## src/rtl/lsu_mem_ctrl.sv

```systemverilog
`default_nettype none
// ============================================================================
// Module   : lsu_mem_ctrl
// Brief    : MEM-stage load/store controller: alignment check, req/gnt/rvalid
//            memory handshake, store byte-enables and pipeline stall.
// Revision : 1.0 - initial release
// ============================================================================
module lsu_mem_ctrl #(
  parameter int ADDR_W  = 32,
  parameter int TIMEOUT = 64
) (
  input  logic              clk,
  input  logic              rst_n,
  input  logic              req_valid,
  input  logic              req_we,
  input  logic [2:0]        req_func3,
  input  logic [ADDR_W-1:0] req_addr,
  input  logic [31:0]       req_wdata,
  output logic              pipe_stall,
  output logic [31:0]       ld_data,
  output logic              ld_valid,
  output logic              misalign,
  output logic              bus_err,
  output logic              mem_req,
  output logic              mem_we,
  output logic [ADDR_W-1:0] mem_addr,
  output logic [3:0]        mem_be,
  output logic [31:0]       mem_wdata,
  input  logic              mem_gnt,
  input  logic              mem_rvalid,
  input  logic [31:0]       mem_rdata
);

  typedef enum logic [1:0] {
    S_IDLE = 2'd0,
    S_REQ  = 2'd1,
    S_RESP = 2'd2,
    S_DONE = 2'd3
  } state_t;

  localparam int                 c_cnt_w    = (TIMEOUT > 1) ? $clog2(TIMEOUT) : 1;
  localparam logic [c_cnt_w-1:0] c_cnt_last = c_cnt_w'((TIMEOUT > 0) ? TIMEOUT - 1 : 0);
  localparam bit                 c_to_en    = (TIMEOUT != 0);

  state_t             r_state;
  state_t             w_state_nxt;
  logic [1:0]         r_lane;
  logic [c_cnt_w-1:0] r_cnt;
  logic               r_misal;
  logic               r_berr;
  logic               r_ldok;

  logic               w_misal;
  logic [3:0]         w_be;
  logic [31:0]        w_wdata;
  logic               w_timeout;
  logic               w_accept;
  logic               w_misal_nxt;
  logic               w_berr_nxt;
  logic               w_ldok_nxt;

  // Sign/zero extension happens in the downstream load filter, so func3[2] is not needed here.
  logic               w_unused_f3;
  assign w_unused_f3 = req_func3[2];

  always_comb begin
    w_misal = 1'b0;
    case (req_func3[1:0])
      2'b00:   w_misal = 1'b0;
      2'b01:   w_misal = req_addr[0];
      2'b10:   w_misal = |req_addr[1:0];
      default: w_misal = 1'b1;
    endcase
  end

  always_comb begin
    w_be    = 4'b1111;
    w_wdata = req_wdata;
    case (req_func3[1:0])
      2'b00: begin
        w_wdata = {4{req_wdata[7:0]}};
        if (req_we) w_be = 4'b0001 << req_addr[1:0];
      end
      2'b01: begin
        w_wdata = {2{req_wdata[15:0]}};
        if (req_we) w_be = 4'b0011 << req_addr[1:0];
      end
      default: ;
    endcase
  end

  assign w_timeout = c_to_en && (r_cnt == c_cnt_last);

  // Next-state and status outputs; a completing handshake wins over a same-cycle timeout.
  always_comb begin
    w_state_nxt = r_state;
    w_accept    = 1'b0;
    w_misal_nxt = 1'b0;
    w_berr_nxt  = 1'b0;
    w_ldok_nxt  = 1'b0;
    case (r_state)
      S_IDLE: begin
        if (req_valid) begin
          if (w_misal) begin
            w_state_nxt = S_DONE;
            w_misal_nxt = 1'b1;
          end else begin
            w_state_nxt = S_REQ;
            w_accept    = 1'b1;
          end
        end
      end
      S_REQ: begin
        if (mem_gnt) begin
          w_state_nxt = mem_we ? S_DONE : S_RESP;
        end else if (w_timeout) begin
          w_state_nxt = S_DONE;
          w_berr_nxt  = 1'b1;
        end
      end
      S_RESP: begin
        if (mem_rvalid) begin
          w_state_nxt = S_DONE;
          w_ldok_nxt  = 1'b1;
        end else if (w_timeout) begin
          w_state_nxt = S_DONE;
          w_berr_nxt  = 1'b1;
        end
      end
      default: w_state_nxt = S_IDLE;
    endcase

    pipe_stall = req_valid && (r_state != S_DONE);
    mem_req    = (r_state == S_REQ);
    ld_valid   = (r_state == S_DONE) && r_ldok;
    misalign   = (r_state == S_DONE) && r_misal;
    bus_err    = (r_state == S_DONE) && r_berr;
  end

  always_ff @(posedge clk or negedge rst_n) begin
    if (!rst_n) r_state <= S_IDLE;
    else        r_state <= w_state_nxt;
  end

  always_ff @(posedge clk or negedge rst_n) begin
    if (!rst_n) begin
      mem_addr  <= '0;
      mem_we    <= 1'b0;
      mem_be    <= 4'b0000;
      mem_wdata <= 32'd0;
      ld_data   <= 32'd0;
      r_lane    <= 2'd0;
      r_cnt     <= '0;
      r_misal   <= 1'b0;
      r_berr    <= 1'b0;
      r_ldok    <= 1'b0;
    end else begin
      if (w_accept) begin
        mem_addr  <= {req_addr[ADDR_W-1:2], 2'b00};
        mem_we    <= req_we;
        mem_be    <= w_be;
        mem_wdata <= w_wdata;
        r_lane    <= req_addr[1:0];
      end
      if (w_accept) begin
        r_cnt <= '0;
      end else if ((r_state == S_REQ) || (r_state == S_RESP)) begin
        r_cnt <= r_cnt + 1'b1;
      end
      if ((r_state == S_RESP) && mem_rvalid) begin
        ld_data <= mem_rdata >> {r_lane, 3'b000};
      end
      if (w_state_nxt == S_DONE) begin
        r_misal <= w_misal_nxt;
        r_berr  <= w_berr_nxt;
        r_ldok  <= w_ldok_nxt;
      end
    end
  end

endmodule
`default_nettype wire
```

## config.mk

```make
export PLATFORM = sky130hd
export DESIGN_NAME = lsu_mem_ctrl
export DESIGN_NICKNAME = d
export VERILOG_FILES = /design/src/rtl/lsu_mem_ctrl.sv
export SDC_FILE = /design/constraint.sdc
export NUM_CORES = 1
export LEC_CHECK = 0
export ABC_AREA = 1
export CAP_MARGIN = 5
export CORE_AREA = 2 2 131 133
export DETAILED_ROUTE_END_ITERATION = 8
export DIE_AREA = 0 0 133 135
export PLACE_DENSITY = 0.62
export RECOVER_POWER = 25
export SKIP_CTS_REPAIR_TIMING = 1
export SYNTH_ARGS = -nofsm -noshare
export SYNTH_HDL_FRONTEND = slang
export SYNTH_SLANG_ARGS = --single-unit
```

## constraint.sdc

```tcl
create_clock -name clk -period 1.6 [get_ports clk]
set_input_delay 0.24 -clock clk [delete_from_list [all_inputs] [get_ports clk]]
set_output_delay 0.24 -clock clk [all_outputs]
set_load 0.02 [all_outputs]
```

# Yosys cells after proc, flatten, opt, wreduce, memory -nomap -nowiden
# Cells that the tools add are included.
# W data, S select, Z words.
[word_totals] wordCells=59 input_bits=105 regBits=112
[classes] reduce_logical=10 addsub=1 n_shift=3 n_eq_ne=8 n_mux=26
[op_table] op="$pmux W32 S2" count=1
[op_table] op="$shr A32 B5 Y32" count=1
[op_table] op="$mux W1" count=12
[op_table] op="$mux W6" count=2
[op_table] op="$mux W2" count=5
[op_table] op="$eq A2 B2 Y1 const B" count=4
[op_table] op="$mux W4" count=2
[op_table] op="$pmux W4 S2" count=1
[op_table] op="$add A6 B1 Y6 const B" count=1
[op_table] op="$eq A6 B6 Y1 const B" count=1
[op_table] op="$pmux W2 S3" count=1
[op_table] op="$logic_and A1 B1 Y1" count=5
[op_table] op="$eq A2 B1 Y1 const B" count=2
[op_table] op="$logic_not A2 Y1" count=2
[op_table] op="$shl A1 B2 Y4 const A" count=1
[op_table] op="$shl A2 B2 Y4 const A" count=1
[op_table] op="$pmux W1 S3" count=1
[op_table] op="$ne A2 B2 Y1 const B" count=1
[op_table] op="$pmux W1 S2" count=1
[op_table] op="$reduce_bool A2 Y1" count=1
[op_table] op="$reduce_or A2 Y1" count=1
[op_table] op="$logic_or A1 B1 Y1" count=1

# Logic depth before layout (Yosys ltp)
# Gate-level depths: netlist of the first run.
[logic_depth] word_depth=6 depth_mapped=11 depth_no_buf=11

# Worst setup path after synthesis of the first run
# No wires, ideal clock.
[synth_path] path_type="register -> register" start="register r_state[1]" end="register r_ldok" synth_period_minus_slack_ns=1.479 required_ns=1.483 slack_ns=0.121 stages_incl_launch_ff=10 arrival_ns=1.362 cell_sequence="dfrtp_1 > inv_1 > ha_1 > inv_1 > nor3_1 > nor2_1 > nand2_1 > nand3_1 > nand2_1 > nand2_1"
[synth_between] elab_cells_between_ends=10 classes_between="3 x eq/ne; 6 x mux; 1 x reduce/logical"
[synth_lines] element="start, declared" line_no="45" rtl="state_t r_state;"
[synth_lines] element="start signal, assigned" line_no="142" rtl="else r_state <= w_state_nxt;"
[synth_lines] element="$eq A2 B1 Y1"
[synth_lines] element="via mem_req" line_no="24" rtl="output logic mem_req,"
[synth_lines] element="$pmux W2 S3" line_no="101" rtl="case (r_state)"
[synth_lines] element="$eq A2 B2 Y1" line_no="173" rtl="if (w_state_nxt == S_DONE) begin"
[synth_lines] element="end signal, assigned" line_no="176" rtl="r_ldok <= w_ldok_nxt;"
[synth_lines] element="end, declared" line_no="51" rtl="logic r_ldok;"
# The timed path passes the listed nets, and every way through them passes these cells.
# A chain may end at the register's enable or synchronous reset.

# Final worst setup path of the first run
[layout_path] start="register ld_data[9]" end="output port ld_data[9]"
[layout_lines] element="start, declared" line_no="20" rtl="output logic [31:0] ld_data,"
[layout_lines] element="start signal, assigned" line_no="171" rtl="ld_data <= mem_rdata >> {r_lane, 3'b000};"
# No word-level cell between the ends.

==> flow_summary.toml, run 1 <==
[status]
status = "finished clean"

[synthesis]
yosysMostFrequentCell = "nand2_1"
synth_area_leaders = "dfrtp_1 (54%), nand2_1 (16%), mux2i_1 (3.6%)"
synth.ff_latch_count = 112
yosys.area.top_type = "dfrtp_1"
ys_top_cells_by_count = "nand2_1 (223), dfrtp_1 (112), inv_1 (33), nor2_1 (33), o21ai_0 (23)"
synth_async_sr_flop_share_pct = 100
yosys_warnings = 0
synth_ff_type = "dfrtp_1"
synth_top_area_share_pct = 53.6
synth_edf_count = 0
synth_seq_area_share_pct = 53.6
syn_area_sq_um = 5230
syn_inst = 585
syn_area_per_cell_sq_um = 8.94
synth_cell_types = 34

[timing]
setup_ws_ps = 17.9
relSlewSlack_pct = 53.3
tightest_slew_ps = 700
fmax_mhz = 632
setup_violations = 0
skew_ps = 11.8
period_needed_ps = 1580
finalHoldViolCount = 0
finalCritPeriodShare_pct = 98.9
slew_viol_final = 0
rsz0062_at_grt = "true"

[floorplan]
dieHeight_um = 135
floorplan.rows = 47
initial_core_util_pct = 31.9
fp.dieW_um = 133
core_sq_um = 16400
die-area_sq_um = 18000
ioPinCount = 211

[global_routing]
grt_max_degree = 59
grt_pass1_wl_um = 25600
grt_usage_pct = 17.8
antenna_found_initial = 0
grt_pass1_vias = 4915
grt-ovfl-total = 0

[clock_tree]
clk_pin_slew_worst_paths_ps = 80
cts_tree = "done"
cts.sinks = 112
htree_levels = 3
insertion_delay_ps = 350
cts_root_buffer = "clkbuf_16"
cts_buffer_depth = 2
cts_made_buffers = 9

[setup_path]
cp_slowest_cell = "clkdlybuf4s50_1"
critPathArrivalTime_ps = 1340
path_max_fanout = 2
crit_start = "ld_data[9]"
max_stage_delay_ps = 640
crit_required_ps = 1360
cpLargestDelayFamily = "buffers and inverters"
cp-start-kind = "flip-flop"
worstPathCellList = "clkdlybuf4s50_1"
endpoint_kind = "output pin"
reg2reg_from = "r_state[0]"
path_buf_inv = 1
critPathKind = "flip-flop to output pin"

[place]
place.gp.congestion = 0.832
pre_cts_slack_ps = -312
portBuffers = 207
place_area_sq_um = 7660
place_hpwl_um = 11800
dp.cells = 1012

[cells_and_area]
fin_nets = 924
stdcell_area_sq_um = 8360
syn_to_final_growth_pct = 59.8
fin_util_pct = 51.0
instances_no_fill = 1034
drive_gt1_share_pct = 13.1
n_antenna_cell = 0

[pwr]
ir_drop_mv = 0.833
p_per_area_nw_per_um2 = 1800
p_leak_nw = 4.39

[routing]
drt_iter0_markers = 214
via_per_inst = 4.69
drtAntennaViolNets = 0
wl_um = 16600
drt_first_pass_iters = 4
wire_per_inst_um = 16.1
num_vias = 4848
drcViolationCount = 0

[run]
max-cap-violations = 0

[hold_path]
timing.hold.worst.start = "req_addr[2]"
hp-class = "primary input to flip-flop"
-- report_power, final --
| part | switching, mW | internal, mW | total, mW |
|---|---|---|---|
| Combinational | 4.17 | 3.63 | 7.80 |
| Clock | 1.07 | 1.27 | 2.34 |
| Sequential | 0.766 | 4.11 | 4.88 |
| Total | 6.00 | 9.01 | 15.0 |
-- path summary, 6_finish.rpt --
path	cells past startpoint	slack, ps	endpoint
setup / recovery	1	20	ld_data[9]
hold / removal	3	420	mem_addr[2]
setup reg to reg	11	50	r_ldok
hold reg to reg	2	470	mem_addr[4]
max in group asynchronous	3	260	mem_addr[21]
min in group asynchronous	2	470	r_misal
-- placed cells by master (no fill, tap or decap), types with 3 or more instances in the layout --
cell             Yosys  final
nor2_2               1      7
o21ai_1             19     21
buf_6                7      6
o221ai_1            13      6
nand4_1              3      3
nand2_2              2      7
mux2i_1             19     19
a31oi_2             10     10
a22o_1               3      3
nand2_1            223    217
nor2_1              33     27
nand3_1              6      5
nor3_2               4      4
a21oi_1             21     21
dlymetal6s2s_1       0     56
buf_12               0      4
o221ai_2             0      7
inv_1               33     30
clkbuf_2             0      6
clkbuf_16            0     13
inv_4                0      3
clkdlybuf4s50_1      0    145
clkinv_4             0      3
o22ai_1              3      3
buf_4                4     23
dfrtp_1            112    112
ha_1                 9      5
o21ai_0             23     21
-- final cells by class --
class | instances | area (sq um)
fillers | 1493 | 8050
flip-flops and latches | 112 | 2800
repair buffers | 245 | 2610
multi-input cells | 407 | 2220
well taps | 220 | 275
clock buffers | 10 | 239
inverters | 35 | 149
clock inverters | 5 | 66.3
-- kinds of logic after synthesis --
family | Yosys count | share of synthesized area (%)
multiplexers | 19 | 3.64
other | 1 | 0.0717
flip-flops | 112 | 53.6
adder cells (fa/ha/maj) | 9 | 2.15
buffers and inverters | 67 | 6.72
AND/OR/NAND/NOR | 277 | 21.2
AO/OA/AOI/OAI | 100 | 12.6
-- metal layers --
| layer | wire [um] | global-route usage [%] |
|---|---|---|
| met1 | 6960 | 22.4 |
| met2 | 8040 | 29.3 |
| met3 | 1430 | 5.93 |
| met4 | 175 | 5.32 |
| met5 | 0 | 0 |
-- sequential cells by signal, indices dropped and copies added (netlist names) --
name and flops:
r_berr 1, r_ldok 1, mem_addr 30, mem_wdata 32
mem_we 1, mem_be 4, r_state 2, r_misal 1
ld_data 32, r_lane 2, r_cnt 6
-- metrics by stage --
step                hold slack (ps)  setup TNS, ps  power, mW
floorplan                     -55.6              0       8.78
global placement                182         -14230       12.2
detailed placement              190         -18100       12.4
CTS                            -191          -8140       14.8
global route                    423           -194       16.0
finish                          419              0       15.0
-- worst reg2reg max path: stages (launching register included) --
cell,delay (ps)
dfrtp_1,400
buf_6,140
ha_4,160
inv_1,90
nand2_2,60
nand2_1,70
nand2_1,60
nor2_2,140
nand2_2,90
buf_6,120
nand4_1,60
nand2_1,50
No activity file was read; power rests on OpenSTA's default activity.
==> run 2: changes to the inputs <==
- CAP_MARGIN: 5 -> 0
==> results of run 2 <==
Same layout as run 1: the final DEF is identical, and so are final timing and power.
